File: src/rtl/sync_fifo_pkg.sv
// Shared helpers for the synchronous FIFO: pointer wrap arithmetic that does
// not rely on power-of-two depths.
package sync_fifo_pkg;

  // Advance a ring pointer, wrapping DEPTH-1 -> 0 by explicit compare.
  function automatic logic [31:0] wrap_inc(input logic [31:0] ptr, input logic [31:0] depth);
    return (ptr == depth - 32'd1) ? 32'd0 : ptr + 32'd1;
  endfunction

endpackage

File: src/rtl/sync_fifo.sv
// Single-clock FIFO, DEPTH x WIDTH, with registered-read or first-word-fallthrough
// output timing. Flags derive from a registered occupancy count only.
module sync_fifo
  import sync_fifo_pkg::*;
#(
  parameter int WIDTH                  = 8,
  parameter int DEPTH                  = 8,
  parameter bit FIRST_WORD_FALLTHROUGH = 1'b0,
  parameter bit DEBUG                  = 1'b0
) (
  input  logic             clk,
  input  logic             rst,
  input  logic             wr_en,
  input  logic [WIDTH-1:0] din,
  output logic             full,
  input  logic             rd_en,
  output logic [WIDTH-1:0] dout,
  output logic             empty
);

  localparam int PW = $clog2(DEPTH);
  localparam int CW = $clog2(DEPTH + 1);

  logic [WIDTH-1:0] mem_q [DEPTH];
  logic [PW-1:0]    wr_ptr_q, wr_ptr_d;
  logic [PW-1:0]    rd_ptr_q, rd_ptr_d;
  logic [CW-1:0]    cnt_q, cnt_d;
  logic [WIDTH-1:0] dout_q, dout_d;
  logic             wr_acc, rd_acc;

  assign full   = (cnt_q == CW'(DEPTH));
  assign empty  = (cnt_q == '0);
  assign wr_acc = wr_en && !full;
  assign rd_acc = rd_en && !empty;

  // FWFT exposes the head entry directly; its value is meaningless while empty.
  assign dout = FIRST_WORD_FALLTHROUGH ? mem_q[rd_ptr_q] : dout_q;

  always_comb begin
    wr_ptr_d = wr_ptr_q;
    rd_ptr_d = rd_ptr_q;
    cnt_d    = cnt_q;
    dout_d   = dout_q;
    if (wr_acc) wr_ptr_d = PW'(wrap_inc(32'(wr_ptr_q), 32'(DEPTH)));
    if (rd_acc) begin
      rd_ptr_d = PW'(wrap_inc(32'(rd_ptr_q), 32'(DEPTH)));
      dout_d   = mem_q[rd_ptr_q];
    end
    case ({wr_acc, rd_acc})
      2'b10:   cnt_d = cnt_q + CW'(1);
      2'b01:   cnt_d = cnt_q - CW'(1);
      default: cnt_d = cnt_q;
    endcase
  end

  always_ff @(posedge clk) begin
    if (rst) begin
      wr_ptr_q <= '0;
      rd_ptr_q <= '0;
      cnt_q    <= '0;
      dout_q   <= '0;
    end else begin
      wr_ptr_q <= wr_ptr_d;
      rd_ptr_q <= rd_ptr_d;
      cnt_q    <= cnt_d;
      dout_q   <= dout_d;
    end
  end

  // Storage is not reset; gating on rst keeps reset dominant over a same-cycle write.
  always_ff @(posedge clk) begin
    if (!rst && wr_acc) mem_q[wr_ptr_q] <= din;
  end

`ifndef SYNTHESIS
  always @(posedge clk) begin
    if (DEBUG && !rst) begin
      if (wr_acc)          $display("[sync_fifo] push %0h", din);
      if (rd_acc)          $display("[sync_fifo] pop  %0h", mem_q[rd_ptr_q]);
      if (wr_en && full)   $display("[sync_fifo] overflow attempt dropped");
      if (rd_en && empty)  $display("[sync_fifo] underflow attempt ignored");
    end
  end
`endif

endmodule

File: config.mk
export PLATFORM = sky130hd
export DESIGN_NAME = sync_fifo
export DESIGN_NICKNAME = d
export VERILOG_FILES = /design/src/rtl/sync_fifo_pkg.sv /design/src/rtl/sync_fifo.sv
export SDC_FILE = /design/constraint.sdc
export NUM_CORES = 1
export LEC_CHECK = 0
export CAP_MARGIN = 20
export CORE_MARGIN = 2
export CORE_UTILIZATION = 58
export DETAILED_ROUTE_END_ITERATION = 8
export GPL_TIMING_DRIVEN = 0
export PLACE_DENSITY = 0.79
export SYNTH_ARGS = -nofsm -noshare
export SYNTH_HDL_FRONTEND = slang
export SYNTH_SLANG_ARGS = --single-unit
File: constraint.sdc
create_clock -name clk -period 3.08 [get_ports clk]
set_clock_uncertainty 0.15 [all_clocks]
set_input_delay 0.308 -clock clk [delete_from_list [all_inputs] [get_ports clk]]
set_output_delay 0.308 -clock clk [all_outputs]
set_load 0.02 [all_outputs]
== Word level (Yosys, flattened, before mapping) ==
Memories as Yosys holds them, arrays and structs flattened. A register that Yosys moved wholly into a read port is not among the register bits.
Cells that the tools add are included.

* Memories kept: 1
* Output and inout port bits: 10
* Word-level logic and storage cells: 26
* RAM bits: 64
* Register bits after elaboration: 10
* Input port bits: 12

{| class="wikitable"
|+ Memories
! name !! words !! width !! rd ports !! clocked after memory_dff !! wr ports !! line !! RTL
|-
| mem_q || 8 || 8 || 1 || 1 || 1 || sync_fifo.sv:24 || <nowiki>logic [WIDTH-1:0] mem_q [DEPTH];</nowiki>
|}

* $add $sub $neg: 4
* Mux-type cells: 5
* Reductions and logical operators: 8
* Equal/unequal tests: 5

{| class="wikitable"
|+ Operators by type and width
! cell !! count
|-
| 4-bit case mux with 2 select lines || 1
|-
| 3-bit by 1-bit adder with 3-bit output (second input constant) || 2
|-
| 3-bit == test (second input constant) || 2
|-
| 3-bit two-way mux || 2
|-
| 4-bit by 1-bit adder with 4-bit output (second input constant) || 1
|-
| 4-bit == test (second input constant) || 1
|-
| 4-bit zero test || 1
|-
| 4-bit by 1-bit subtractor with 4-bit output (second input constant) || 1
|-
| 1-bit logical AND || 3
|-
| 1-bit zero test || 3
|-
| 2-bit by 1-bit == test with 1-bit output (second input constant) || 1
|-
| 2-bit == test (second input constant) || 1
|-
| 1-bit two-way mux || 2
|-
| 2-bit nonzero test || 1
|}

== Longest topological paths before layout ==
* Depth after elaboration: 6
* Mapped depth: 10
* Depth with buffers taken out: 9

== Least setup slack after synthesis ==
No wires, ideal clock.

* Kind: register to register
* Start: reg cnt_q[0]
* End: reg cnt_q[3]
* Library setup time: 0.071 ns
* Arrival: 2.483 ns
* Path buffers: 1
* Stages on the path, launching flop included: 10
* Path slack: 0.377 ns
* Clock period less this slack: 2.703 ns
* Data required time: 2.859 ns
* Cell sequence: dfxtp_1 nor4b_2 nand2b_1 buf_4 ha_1 ha_1 a21oi_1 a21oi_1 or4_1 a21oi_1

* Cells in the longest elaborated chain, start to end: 5
* Elaborated cells on any way between the ends: 12
* Classes of those cells: add/sub: 2; eq/ne: 3; mux: 1; reduce/logical: 6

{| class="wikitable"
|+ Ends and longest elaborated chain
! item !! line !! RTL
|-
| from (decl) || sync_fifo.sv:27 || <nowiki>logic [CW-1:0] cnt_q, cnt_d;</nowiki>
|-
| from (signal assigned) || sync_fifo.sv:65 || <nowiki>cnt_q <= cnt_d;</nowiki>
|-
| 4-bit == test * || sync_fifo.sv:31 || <nowiki>assign full = (cnt_q == CW'(DEPTH));</nowiki>
|-
| via full || sync_fifo.sv:15 || <nowiki>output logic full,</nowiki>
|-
| 1-bit zero test * || sync_fifo.sv:33 || <nowiki>assign wr_acc = wr_en && !full;</nowiki>
|-
| 1-bit logical AND * || sync_fifo.sv:33 ||
|-
| 2-bit by 1-bit == test with 1-bit output / 2-bit == test (equally long branches) || sync_fifo.sv:49 || <nowiki>case ({wr_acc, rd_acc})</nowiki>
|-
| 4-bit case mux with 2 select lines / 2-bit nonzero test (equally long branches) || n/a ||
|}

Mark *: on every way through the listed nets, which the timed path passes. The rest lies on a longest branch.
A chain may end at the register's enable or synchronous reset.

== Worst setup path after layout ==
* Start: reg cnt_q[2]
* End: reg cnt_q[3]

* Cells in the longest elaborated chain, start to end: 5
* Elaborated cells on any way between the ends: 12
* Classes of those cells: add/sub: 2; eq/ne: 3; mux: 1; reduce/logical: 6

{| class="wikitable"
|+ Ends and longest elaborated chain
! item !! line !! RTL
|-
| 4-bit zero test * || sync_fifo.sv:32 || <nowiki>assign empty = (cnt_q == '0);</nowiki>
|-
| 1-bit zero test * || sync_fifo.sv:34 || <nowiki>assign rd_acc = rd_en && !empty;</nowiki>
|-
| 1-bit logical AND * || sync_fifo.sv:34 ||
|-
| via rd_acc || sync_fifo.sv:29 || <nowiki>logic wr_acc, rd_acc;</nowiki>
|-
| 2-bit by 1-bit == test with 1-bit output / 2-bit == test (equally long branches) || sync_fifo.sv:49 ||
|-
| 4-bit case mux with 2 select lines / 2-bit nonzero test (equally long branches) || n/a ||
|}

Marked as above.

==> summary.txt <==
Synthesis
  – Top cells by area, synth: edfxtp_1 (58%), dfxtp_1 (11%), mux4_2 (11%)
  – Synth Area per Inst: 17.1 um2
  – Commonest cells in the netlist: edfxtp_1 (64), nor2_1 (24), dfxtp_1 (18), mux4_2 (16), nor3_2 (10)
  – Async S/R FF share, synth: 0%
  – Main synth FF type: edfxtp_1
  – Area leader, netlist: edfxtp_1
  – Register area share after synthesis: 69.3%
  – YS warnings: 0
  – Share of the synthesized area in the top cell type: 58.4%
  – Gate Count Post-Synth: 193
  – Yosys cell types: 30
  – Number of flops mapped to enable cells by yosys: 64
  – Mapped Area: 3290 um2
  – Synth Net Count: 213
  – Post-synthesis register bit count: 82
  – Most common cell in the synthesized netlist: edfxtp_1

Drt
  – Drt pass-1 iters: 4
  – DR DRC count: 0
  – Via/cell ratio: 5.79
  – Antenna viol nets, final: 0
  – WL/cell: 19.9 um
  – Initial drt markers: 117
  – DR vias: 1749
  – Total Wirelength: 6020 um

Critical path
  – Reg2reg setup slack: 0.17 ns
  – Worst Setup EP: cnt_q[3]
  – Arrival time at the worst endpoint: 3.02 ns
  – Worst setup path class: reg -> reg
  – Required time of the critical path: 3.19 ns
  – FF-to-FF Start: cnt_q[2]
  – Endpoint class of the critical path: register
  – Critical-path maximum fanout: 10
  – Startpoint Class: register
  – R2r endpoint: cnt_q[3]
  – Setup crit start: cnt_q[2]
  – Worst-case reg-to-reg path depth: 8

Timing
  – Final hold viol count: 0
  – Worst Hold Margin: 0.357 ns
  – Final worst slack: 0.170 ns
  – Slew headroom: 33.5%
  – RSZ-0062 raised after global routing: no
  – Setup tns final: 0 ns
  – Tmin final: 2.91 ns
  – Final Setup Violations: 0
  – F_max: 344 MHz
  – Fin crit share: 94.5%
  – Slew @ Worst Pin: 0.994 ns
  – Pins Over Slew Limit: 0

Placed design
  – Dpl ws: -0.0452 ns
  – Placed Area: 3590 um2
  – Routability cong.: 0.763
  – Placed insts: 286
  – HPWL after DPL: 3880 um
  – Port Buffers: 21

Die
  – Die area: 6300 um2
  – Row cnt: 27
  – Core area: 5510 um2
  – Chip height: 79.4 um
  – Io pins: 22
  – Starting Density: 59.8%
  – Width of the die: 79.4 um

Finish
  – Area Growth Syn to Fin: 15.4%
  – Nets@finish: 245
  – Antenna cells: 0
  – Share of layout cells above drive strength 1: 22.6%
  – Final Non-Filler Cells: 302
  – Final non-filler cell area: 3800 um2
  – Fillcell total: 360
  – Post-layout util: 69.0%

Global route
  – Initial antenna violation count: 0
  – Largest net degree at the start of global routing: 16
  – First-pass GRT wire length: 9250 um
  – Gr ovfl total: 0
  – Vias in the first global route: 1759
  – Gr usage total: 21.3%

Clocking
  – Clk Latency, worst-skew pair: 0.35 ns
  – # H-tree levels: 3
  – Clk root buf: clkbuf_8
  – CTS Buf Count: 9
  – Deepest clock path buffer count: 2
  – Clock sinks: 82
  – Worst-path clk slew: 0.08 ns
  – CTS tree: yes
  – Setup Fix Bufs, Post-CTS: 0

Min path
  – HP Class: reg -> reg

Power and ir drop
  – Pwr Total: 2.99 mW
  – P per Cell Area: 786 nW/um2
  – VDD IR max: 0.430 mV
  – Lkg Pwr: 1.25 nW

Run status
  – Outcome: finished clean

Job
  – MaxCap Viol Count: 0
[routing by layer]
metal / routed length [um] / GRT usage, % / part of all wire [%]
met4: 72 / 8.79 / 1.2
met5: 0 / 0 / 0
met3: 187 / 4.43 / 3.1
met2: 3120 / 35.9 / 52
met1: 2640 / 27.0 / 44
[report_power, final]
part	total (mW)	internal [mW]	switching (mW)
Clock	0.772	0.401	0.371
Combinational	0.858	0.409	0.449
Sequential	1.36	1.29	0.0701
Total	2.99	2.09	0.891
[worst min path at each step]
stage,startpoint,end,slack [ns],cells past startpoint
floorplan,din[0],mem_q[0][0],0.26,0
global placement,dout[0],dout[0],0.33,2
detailed placement,dout[7],dout[7],0.34,2
CTS,dout[5],dout[5],0.36,2
global route,dout[6],dout[6],0.39,2
finish,dout[5],dout[5],0.36,2
[cells by family after synthesis]
group / count (synthesis) / share of synthesized area [%]
DFF: 82 / 69.3
buffers and inverters: 13 / 2.17
xor gates and xnor gates: 2 / 0.532
and+or+nand+nor: 51 / 9.42
muxes: 20 / 12.2
AOI/OAI and AO/OA: 17 / 3.15
adders and majority gates: 8 / 3.27
[worst max-delay path, cell delays in order, from the launching register on]
cell      delay, ns
dfxtp_1        0.37
o41a_1         0.52
clkbuf_4       0.27
ha_1           0.25
ha_1           0.33
a21oi_1        0.20
a21oi_1        0.10
or4_1          0.47
a21oi_1        0.17
[flip-flops by register name (all words and copies together), names as in the netlist]
register	cells
cnt_q	4
dout	8
mem_q	64
rd_ptr_q	3
wr_ptr_q	3
[cell usage in the layout (no fill, tap or decap), types with 2 or more instances in the layout]
cell	netlist	routed
a21oi_1	7	7
buf_2	3	2
buf_4	3	3
clkbuf_1	3	4
clkbuf_8	0	10
clkdlybuf4s50_1	0	21
clkinvlp_4	0	2
dfxtp_1	18	18
edfxtp_1	64	64
ha_1	7	7
inv_1	3	3
mux2i_1	4	4
mux4_2	16	16
nand2_1	3	3
nand2b_1	4	4
nor2_1	24	24
nor3_2	10	10
o22ai_1	8	8
xor2_1	2	2
[area by class of cell]
| cell class | instances | area (um2) | share of cell area, % |
|---|---|---|---|
| timing repair buffer | 21 | 210 | 5.53 |
| sequential | 82 | 2280 | 60.1 |
| tap | 72 | 90.1 | 2.37 |
| buffer | 10 | 62.6 | 1.65 |
| clock inverter | 5 | 62.6 | 1.65 |
| multi-input combinational | 98 | 940 | 24.7 |
| inverter | 3 | 11.3 | 0.296 |
| clock buffer | 11 | 141 | 3.72 |
[timing repair]
action,4_1_cts,5_1_grt
resized for setup,0,1
endpoints found under the hold margin,0,0
hold buffers,0,0
endpoints found under the setup margin,0,1
No activity file was read; power rests on OpenSTA's default activity.
